File: src/rtl/fetch_unit.sv
// Instruction-fetch front end: PC, single-outstanding imem handshake, 2-entry decode buffer.
// Optional performance counters are enabled by defining FETCH_PERF_CNT_EN.
module fetch_unit #(
    parameter int unsigned       ADDR_W   = 32,
    parameter int unsigned       INSTR_W  = 32,
    parameter logic [ADDR_W-1:0] RESET_PC = '0
) (
    input  logic               clk,
    input  logic               rst,
    output logic               imem_req,
    output logic [ADDR_W-1:0]  imem_addr,
    input  logic               imem_gnt,
    input  logic               imem_rvalid,
    input  logic [INSTR_W-1:0] imem_rdata,
    input  logic               redirect_valid,
    input  logic [ADDR_W-1:0]  redirect_pc,
    output logic               dec_valid,
    output logic [INSTR_W-1:0] dec_instr,
    output logic [ADDR_W-1:0]  dec_pc,
`ifdef FETCH_PERF_CNT_EN
    output logic [31:0]        perf_fetched,
    output logic [31:0]        perf_flushed,
`endif
    input  logic               dec_ready
);

    typedef enum logic [1:0] {StIdle, StReq, StWait, StDrop} state_e;

    state_e              state_q;
    logic [ADDR_W-1:0]   pc_q;
    logic [ADDR_W-1:0]   req_pc_q;
    logic [1:0]          count_q;
    logic [INSTR_W-1:0]  instr0_q, instr1_q;
    logic [ADDR_W-1:0]   epc0_q, epc1_q;

    logic                granted;
    logic                push;
    logic                pop;
    logic                discard;
    logic [ADDR_W-1:0]   redirect_tgt;

    always_comb begin
        imem_req     = (state_q == StReq) && (count_q < 2'd2);
        imem_addr    = pc_q;
        granted      = imem_req && imem_gnt;
        push         = (state_q == StWait) && imem_rvalid && !redirect_valid;
        pop          = dec_valid && dec_ready && !redirect_valid;
        // Responses that arrive for a request made obsolete by a redirect.
        discard      = imem_rvalid &&
                       ((state_q == StDrop) || ((state_q == StWait) && redirect_valid));
        redirect_tgt = {redirect_pc[ADDR_W-1:2], 2'b00};
        dec_valid    = (count_q != 2'd0);
        dec_instr    = instr0_q;
        dec_pc       = epc0_q;
    end

    always_ff @(posedge clk) begin
        if (!rst) begin
            state_q  <= StIdle;
            pc_q     <= RESET_PC;
            req_pc_q <= RESET_PC;
        end else begin
            unique case (state_q)
                StIdle: state_q <= StReq;
                StReq: begin
                    if (granted) begin
                        req_pc_q <= pc_q;
                        state_q  <= redirect_valid ? StDrop : StWait;
                    end
                end
                StWait: begin
                    if (redirect_valid) begin
                        state_q <= imem_rvalid ? StReq : StDrop;
                    end else if (imem_rvalid) begin
                        state_q <= StReq;
                    end
                end
                StDrop: begin
                    if (imem_rvalid) begin
                        state_q <= StReq;
                    end
                end
                default: state_q <= StIdle;
            endcase

            if (redirect_valid) begin
                pc_q <= redirect_tgt;
            end else if (granted) begin
                pc_q <= pc_q + ADDR_W'(4);
            end
        end
    end

    // Entry 0 is always the head; a pop shifts entry 1 forward.
    always_ff @(posedge clk) begin
        if (!rst) begin
            count_q  <= 2'd0;
            instr0_q <= '0;
            instr1_q <= '0;
            epc0_q   <= '0;
            epc1_q   <= '0;
        end else if (redirect_valid) begin
            count_q <= 2'd0;
        end else begin
            unique case ({push, pop})
                2'b10: begin
                    if (count_q == 2'd0) begin
                        instr0_q <= imem_rdata;
                        epc0_q   <= req_pc_q;
                    end else begin
                        instr1_q <= imem_rdata;
                        epc1_q   <= req_pc_q;
                    end
                    count_q <= count_q + 2'd1;
                end
                2'b01: begin
                    instr0_q <= instr1_q;
                    epc0_q   <= epc1_q;
                    count_q  <= count_q - 2'd1;
                end
                2'b11: begin
                    if (count_q == 2'd1) begin
                        instr0_q <= imem_rdata;
                        epc0_q   <= req_pc_q;
                    end else begin
                        instr0_q <= instr1_q;
                        epc0_q   <= epc1_q;
                        instr1_q <= imem_rdata;
                        epc1_q   <= req_pc_q;
                    end
                end
                default: ;
            endcase
        end
    end

`ifdef FETCH_PERF_CNT_EN
    logic [31:0] perf_fetched_q, perf_flushed_q;
    logic [32:0] flushed_sum;

    always_comb begin
        flushed_sum = {1'b0, perf_flushed_q}
                    + (redirect_valid ? 33'(count_q) : 33'd0)
                    + 33'(discard);
    end

    always_ff @(posedge clk) begin
        if (!rst) begin
            perf_fetched_q <= '0;
            perf_flushed_q <= '0;
        end else begin
            if (push && (perf_fetched_q != 32'hFFFF_FFFF)) begin
                perf_fetched_q <= perf_fetched_q + 32'd1;
            end
            perf_flushed_q <= flushed_sum[32] ? 32'hFFFF_FFFF : flushed_sum[31:0];
        end
    end

    assign perf_fetched = perf_fetched_q;
    assign perf_flushed = perf_flushed_q;
`else
    logic unused_discard;
    assign unused_discard = discard;
`endif

    logic unused_redirect_lo;
    assign unused_redirect_lo = ^redirect_pc[1:0];

endmodule

File: config.mk
export PLATFORM = sky130hd
export DESIGN_NAME = fetch_unit
export DESIGN_NICKNAME = d
export VERILOG_FILES = /design/src/rtl/fetch_unit.sv
export SDC_FILE = /design/constraint.sdc
export NUM_CORES = 1
export LEC_CHECK = 0
export BUFFER_PORTS_ARGS = -buffer_cell sky130_fd_sc_hd__buf_2
export CELL_PAD_IN_SITES_DETAIL_PLACEMENT = 2
export CELL_PAD_IN_SITES_GLOBAL_PLACEMENT = 2
export CORE_UTILIZATION = 28
export CTS_CLUSTER_DIAMETER = 60
export DETAILED_ROUTE_END_ITERATION = 6
export PLACE_DENSITY_LB_ADDON = 0.1
export SYNTH_ARGS = -nofsm -noshare
export SYNTH_HDL_FRONTEND = slang
export SYNTH_SLANG_ARGS = --single-unit
File: constraint.sdc
create_clock -name clk -period 2.55 [get_ports clk]
set_input_delay 0.255 -clock clk [delete_from_list [all_inputs] [get_ports clk]]
set_output_delay 0.255 -clock clk [all_outputs]
set_load 0.01 [all_outputs]
# Word level (Yosys, flattened, before mapping)

Index checks and enable logic that the tools add are counted.
Widths: inputs -> output; s select.

Flip-flop bits (word level): 196
Input bits: 70
Output and inout bits: 98
Word-level logic and storage cells: 65

Add/sub/neg operators: 3
$lt $le $gt $ge: 1
Eq/ne operators: 11
Multiplexer cells: 21
Bitwise gates (word level): 2
Reduce and logical (&&, ||, !) cells: 18

Operators by type and width:

| kind                  | number |
|---|---|
| $mux 32               | 10 |
| $pmux 32 s3           | 2 |
| $pmux 32 s2           | 2 |
| $add 32x3->32 const B | 1 |
| $eq 2x2->1 const B    | 4 |
| $mux 2                | 4 |
| $ne 2x2->1 const B    | 4 |
| $pmux 2 s4            | 1 |
| $reduce_bool 2->1     | 4 |
| $eq 2x1->1 const B    | 3 |
| $logic_and 1x1->1     | 6 |
| $logic_not 2->1       | 2 |
| $pmux 2 s2            | 1 |
| $reduce_and 4->1      | 1 |
| $reduce_and 3->1      | 1 |
| $reduce_bool 3->1     | 1 |
| $add 2x1->2 const B   | 1 |
| $lt 2x2->1 const B    | 1 |
| $not 1->1             | 2 |
| $reduce_and 2->1      | 1 |
| $reduce_or 2->1       | 1 |
| $sub 2x1->2 const B   | 1 |
| $logic_not 1->1       | 1 |
| $mux 1                | 1 |

# Depth between registers and ports, before layout

Depth in word-level cells: 6
Depth in mapped cells: 12
Depth with buffers taken out: 10

# Least setup slack after synthesis

No wires, ideal clock.

Path kind: input port to flip-flop
Start: in redirect_valid
End: reg instr0_q[12] (netlist: dec_instr[12])
Library setup time: 0.137 ns
Arrival: 2.305 ns
Slack: 0.108 ns
Stages: 7
Buffers on the path: 3
Cell sequence: clkbuf_1 or3b_2 ha_1 a211oi_1 clkbuf_1 buf_1 a211oi_1

Word-level cells in the longest chain between the ends: 5
Elaborated cells on any way between the ends: 11
Classes of those cells: eq/ne (4); mux (1); bitwise (1); reduce/logical (5)

Ends and longest elaborated chain:

| what                                                             | line   | RTL |
|---|---|---|
| start, declared                                                  | 15     | `input logic redirect_valid,` |
| $logic_not 1->1                                                  | 46, 47 |  |
| $logic_and 1x1->1, on equally long branches                      | 47, 46 |  |
| $eq 2x2->1 / $eq 2x1->1 (equally long branches)                  | 105    | `unique case ({push, pop})` |
| $ne 2x2->1 (no line) / $reduce_bool 3->1 (equally long branches) | --     |  |
| $reduce_and 3->1 (no line)                                       | --     |  |
| end signal, assigned                                             | 108    | `instr0_q <= imem_rdata;` |
| end signal, assigned                                             | 117    | `instr0_q <= instr1_q;` |
| end signal, assigned                                             | 123    | `instr0_q <= imem_rdata;` |
| end, declared                                                    | 33     | `logic [INSTR_W-1:0] instr0_q, instr1_q;` |

Parallel ways exist; a longest one is shown, timed or not.
A chain may end at the register's enable or synchronous reset.

# Worst setup path in the final report

Start: reg state_q[0]
End: reg epc0_q[10] (netlist: dec_pc[10])

Word-level cells in the longest chain between the ends: 6
Elaborated cells on any way between the ends: 10
Classes of those cells: eq/ne (5); mux (1); reduce/logical (4)

Ends and longest elaborated chain:

| what                                                             | line | RTL |
|---|---|---|
| start, declared                                                  | 29   | `state_e state_q;` |
| start signal, assigned                                           | 59   | `state_q <= StIdle;` |
| start signal, assigned                                           | 64   | `StIdle: state_q <= StReq;` |
| start signal, assigned                                           | 68   | `state_q <= redirect_valid ? StDrop : StWait;` |
| $eq 2x2->1 (*)                                                   | 46   | `push = (state_q == StWait) && imem_rvalid && !redirect_valid;` |
| $logic_and 1x1->1 (*) (2 in a row)                               | 46   |  |
| $eq 2x2->1 / $eq 2x1->1 (equally long branches)                  | 105  |  |
| $ne 2x2->1 (no line) / $reduce_bool 3->1 (equally long branches) | --   |  |
| $reduce_and 3->1 (no line)                                       | --   |  |
| end signal, assigned                                             | 109  | `epc0_q <= req_pc_q;` |
| end signal, assigned                                             | 118  | `epc0_q <= epc1_q;` |
| end signal, assigned                                             | 124  | `epc0_q <= req_pc_q;` |
| end, declared                                                    | 34   | `logic [ADDR_W-1:0] epc0_q, epc1_q;` |

Mark *: on every way between the ends. The rest lies on a longest branch, timed or not.

==> reports/summary.md <==
Entering global routing, the biggest net connects 63 pins. The critical path runs through a total of 9 cells. Between clock sinks in the finished design, the worst skew comes to 15.79 ps. CTS clock-pin slew for the worst setup and hold paths: 80 ps.

For the pin with the worst max-slew slack, the measured transition is 665.6 ps. Clock tree synthesis inserted a total of 17 buffers. Counting every sink on the clock net gives 188. The number of max-slew violations in the final report came out at 0. The cell family contributing the most delay on the critical path is simple AND/OR/NAND/NOR gates. Setup violations remaining at the end of the flow were counted as 0. Among all cell types in the netlist, the one instantiated most often is sky130_fd_sc_hd__nand2_1. The logs give 4 for the number of iterations in the first detailed-routing pass and 440 ps for the source-to-sink clock delay at the later pin of the worst-skew pair. On the worst path, the slowest cell contributes a delay of 500 ps.

The die is 168.9 µm wide. The tools report the count of yosys warnings during synthesis as 0. The run gives 0 as the initial antenna violation count. The run gives 0 ps as the final setup TNS. After detailed routing, the number of remaining DRC violations is 0.

In this run, flip-flops and latches consume 47.9% of the power. The static leakage came out at 0.003617 µW. Summed over all layers, the routed wires come to 27080 µm. The number of diodes added for antenna fixing was 0. The count of nets left with antenna violations once routing finished came out at 0. The run finished with clean final reports.

The predominant post-synthesis flop cell is sky130_fd_sc_hd__dfxtp_1. The first-pass GRT wire length came out at 43210 µm. The critical path goes through nand2b_1 -> or3b_2 -> inv_2 -> ha_2 -> nor2b_1 -> o21a_4 -> buf_12 -> a22oi_1 -> a211oi_2.

The total of flip-flops plus latches after synthesis is 188. The first routing iteration left 288 violations. Along the worst hold path, the cell count comes to 3.

Port buffering added 161 buffers. The layout has 3131 filler cells. Setup repair after global routing left no endpoint under its margin. The synthesized area per cell was 8.198 µm²; the number of global-route vias before repair was 7717. Hold timing on the final database bottoms out at a slack of 64.89 ps. The switching share of power works out to 26.41%.

For this design, the slowest cell found on the critical path is sky130_fd_sc_hd__or3b_2. The tools report the sequential cell area fraction in the yosys report as 48.27%. The clock passes through at most 2 buffers.

TritonCTS built the clock tree. The fraction of final layout cells with drive strength greater than 1 is 23.65%. The die covers 28520 µm².

Counting flops with an async set or reset pin after synthesis yields a share of 0%. The power density over the cells was 646.5 nW/µm²; the length in cells of the worst reg-to-reg path was 9. STA classifies the critical path endpoint as a flop.

The area growth from synthesis to layout is 27.62%. After synthesis, the largest area contributor takes up 48.27% of total cell area. The largest vdd supply drop came out at 0.4134 mV. The synthesized design spends more area on one cell type than any other, namely sky130_fd_sc_hd__dfxtp_1. The maximum clock frequency was 414.2 MHz; the switching power was 1699 µW. The tools report the startpoint type of the worst setup path as a flop. Detailed placement ended at an HPWL of 18460 µm. After detailed routing, the number of vias per cell comes to 5.073. The run gives 0 as the number of failing hold endpoints at the final stage.

Of all nets on the critical path, the largest fanout is 21. The logs give 7796 µm² for the combined area of all synthesized cells and 0 for the hold buffer count at cts. The worst-case headroom to the max-slew limit is 55.62%, and the number of synthesized flops with an enable pin is 0. Data on the critical path is required at its endpoint by 2890 ps.

The height of the die was 168.9 µm. The combined global-route utilization of all metal layers came out at 19.31%. Data on the critical path arrives at its endpoint at 2760 ps. After synthesis, the most frequently instantiated cells are sky130_fd_sc_hd__nand2_1 (203), sky130_fd_sc_hd__dfxtp_1 (188), sky130_fd_sc_hd__a21oi_1 (100), sky130_fd_sc_hd__nor2_1 (77), sky130_fd_sc_hd__clkbuf_1 (75). After global routing the overflow that remains totals 0.

Per report_power, the clock group accounts for 44.5% of the total. By area the synthesized netlist is led by sky130_fd_sc_hd__dfxtp_1 (48%), sky130_fd_sc_hd__nand2_1 (9.8%), sky130_fd_sc_hd__a211oi_1 (6.7%). The buffer cell driving the clock tree root is sky130_fd_sc_hd__clkbuf_16. The gate count after technology mapping is 951. The post-synthesis cell type count is 49, and the combinational power share is 7.6%. The worst path uses 94.69% of the clock period.

168 I/O pins were placed. Dividing the detail-routed wire length by the instance count gives 18.29 µm. For the placement row count, the log shows 60. The floorplan core area was 27100 µm².

The smallest clock period supported by the final layout is computed as 2415 ps. The count of max-cap constraint violations was 0. The run gives 0 as the number of buffers inserted by post-CTS setup repair. The kind of path behind the tightest hold check was in2reg.

Once the floorplan was initialized, standard cells occupied 28.77% of the core. The net count of the finished layout is 1173. The run gives 7508 as the total vias in the final route. The internal power of the cells totals 4734 µW.

For the global placement routability congestion, the log shows 0.7696. The critical path contains buffers and inverters numbering 2 combined. Critical path class: reg2reg. The number of H-tree levels was 4.
## metrics by stage
| step | total power, µW | instance area (µm²) | std cells | setup WS, ps | utilization (%) |
|---|---|---|---|---|---|
| floorplan | 3379 | 7807 | 954 | 107.5 | - |
| global placement | 3636 | 9229 | 1447 | 146.5 | 34.05 |
| detailed placement | 3643 | 9229 | 1447 | -19.88 | 34.05 |
| CTS | 6530 | 9915 | 1480 | 3.270 | 36.58 |
| global route | 6703 | 9950 | 1480 | 2.175 | 36.71 |
| finish | 6432 | 9950 | 1480 | 135.5 | 36.71 |
## registers in the layout (all words and copies together), names as in the netlist
register,cells
dec_instr,32
instr1_q,32
dec_pc,30
epc1_q,30
imem_addr,30
req_pc_q,30
count_q,2
state_q,2
## layout make-up
type                       count  area (µm²)  area share (%)
multi-input combinational    676        3744           37.63
timing repair buffer         203        1295           13.02
clock inverter                14       203.9           2.050
tap                          372       465.4           4.678
inverter                       9       36.28          0.3647
sequential                   188        3766           37.85
clock buffer                  18       439.2           4.414
## cell usage in the layout, fill, tap and decap left out, types with 5 or more instances in the layout
| master | instances |
|---|---|
| sky130_fd_sc_hd__dfxtp_1 | 186 |
| sky130_fd_sc_hd__o31ai_1 | 7 |
| sky130_fd_sc_hd__o21ai_0 | 27 |
| sky130_fd_sc_hd__nand4_1 | 12 |
| sky130_fd_sc_hd__nand3_1 | 16 |
| sky130_fd_sc_hd__and4_1 | 5 |
| sky130_fd_sc_hd__or3_1 | 5 |
| sky130_fd_sc_hd__buf_2 | 161 |
| sky130_fd_sc_hd__a31oi_1 | 10 |
| sky130_fd_sc_hd__or4_1 | 7 |
| sky130_fd_sc_hd__buf_4 | 28 |
| sky130_fd_sc_hd__a22oi_1 | 62 |
| sky130_fd_sc_hd__nand2_1 | 202 |
| sky130_fd_sc_hd__nor2_1 | 77 |
| sky130_fd_sc_hd__inv_1 | 6 |
| sky130_fd_sc_hd__clkbuf_16 | 17 |
| sky130_fd_sc_hd__ha_1 | 7 |
| sky130_fd_sc_hd__a211oi_2 | 6 |
| sky130_fd_sc_hd__a211oi_1 | 63 |
| sky130_fd_sc_hd__xor2_1 | 7 |
| sky130_fd_sc_hd__nor4_1 | 5 |
| sky130_fd_sc_hd__a21oi_1 | 100 |
| sky130_fd_sc_hd__buf_12 | 12 |
| sky130_fd_sc_hd__a311oi_1 | 5 |
## worst register-to-register path, cell delays in order, from the launching register on
cell                       delay, ps
sky130_fd_sc_hd__dfxtp_1         340
sky130_fd_sc_hd__nand2b_1        170
sky130_fd_sc_hd__or3b_2          500
sky130_fd_sc_hd__inv_2           100
sky130_fd_sc_hd__ha_2            220
sky130_fd_sc_hd__nor2b_1         180
sky130_fd_sc_hd__o21a_4          260
sky130_fd_sc_hd__buf_12          200
sky130_fd_sc_hd__a22oi_1         110
sky130_fd_sc_hd__a211oi_2        240
## final timing paths
path	startpoint	to	slack (ps)
worst max-delay path	state_q[0]$_SDFFE_PN0P_	dec_pc[10]$_SDFFE_PN0P_	140
worst min-delay path	imem_rdata[5]	instr1_q[5]$_SDFFE_PN0P_	60
worst max register to register	state_q[0]$_SDFFE_PN0P_	dec_pc[10]$_SDFFE_PN0P_	140
worst min register to register	epc1_q[29]$_SDFFE_PN0P_	epc1_q[29]$_SDFFE_PN0P_	460
## power by group through the flow
stage | clock network, µW | registers [µW] | logic [µW]
floorplan | 0 | 3150 | 231
global placement | 0 | 3150 | 486
global route | 3070 | 3090 | 540
CTS | 2950 | 3080 | 494
finish | 2860 | 3080 | 488
detailed placement | 0 | 3150 | 492
## per-layer routing
layer  part of all wire [%]  GRT usage, %  wire length (µm)  vias to the layer above
met5                      0             0                 0                        -
met4                   0.90         4.743               243                        0
met1                     48         25.80             13110                     3695
met3                    3.3         2.993               886                       16
li1                       -             -                 -                     3663
met2                     47         32.43             12840                      134
## logic make-up (layout without fill, tap and decap cells)
group	Yosys count	after routing	share of synthesized area (%)
compound gates	292	292	24.09
fa+ha+maj	8	8	1.284
mux	1	1	0.1284
flops	188	188	48.27
simple gates	360	360	20.32
xor+xnor	11	11	1.236
buf+inv	90	244	4.622
other cells	1	4	0.04810
## repair_timing
action | in CTS | in global routing
hold endpoints to repair | 0 | 0
cloned | 1 | 0
resized for setup | 5 | 10
pin swaps | 0 | 0
setup endpoints to repair | 24 | 36
No activity file was read; power rests on OpenSTA's default activity.
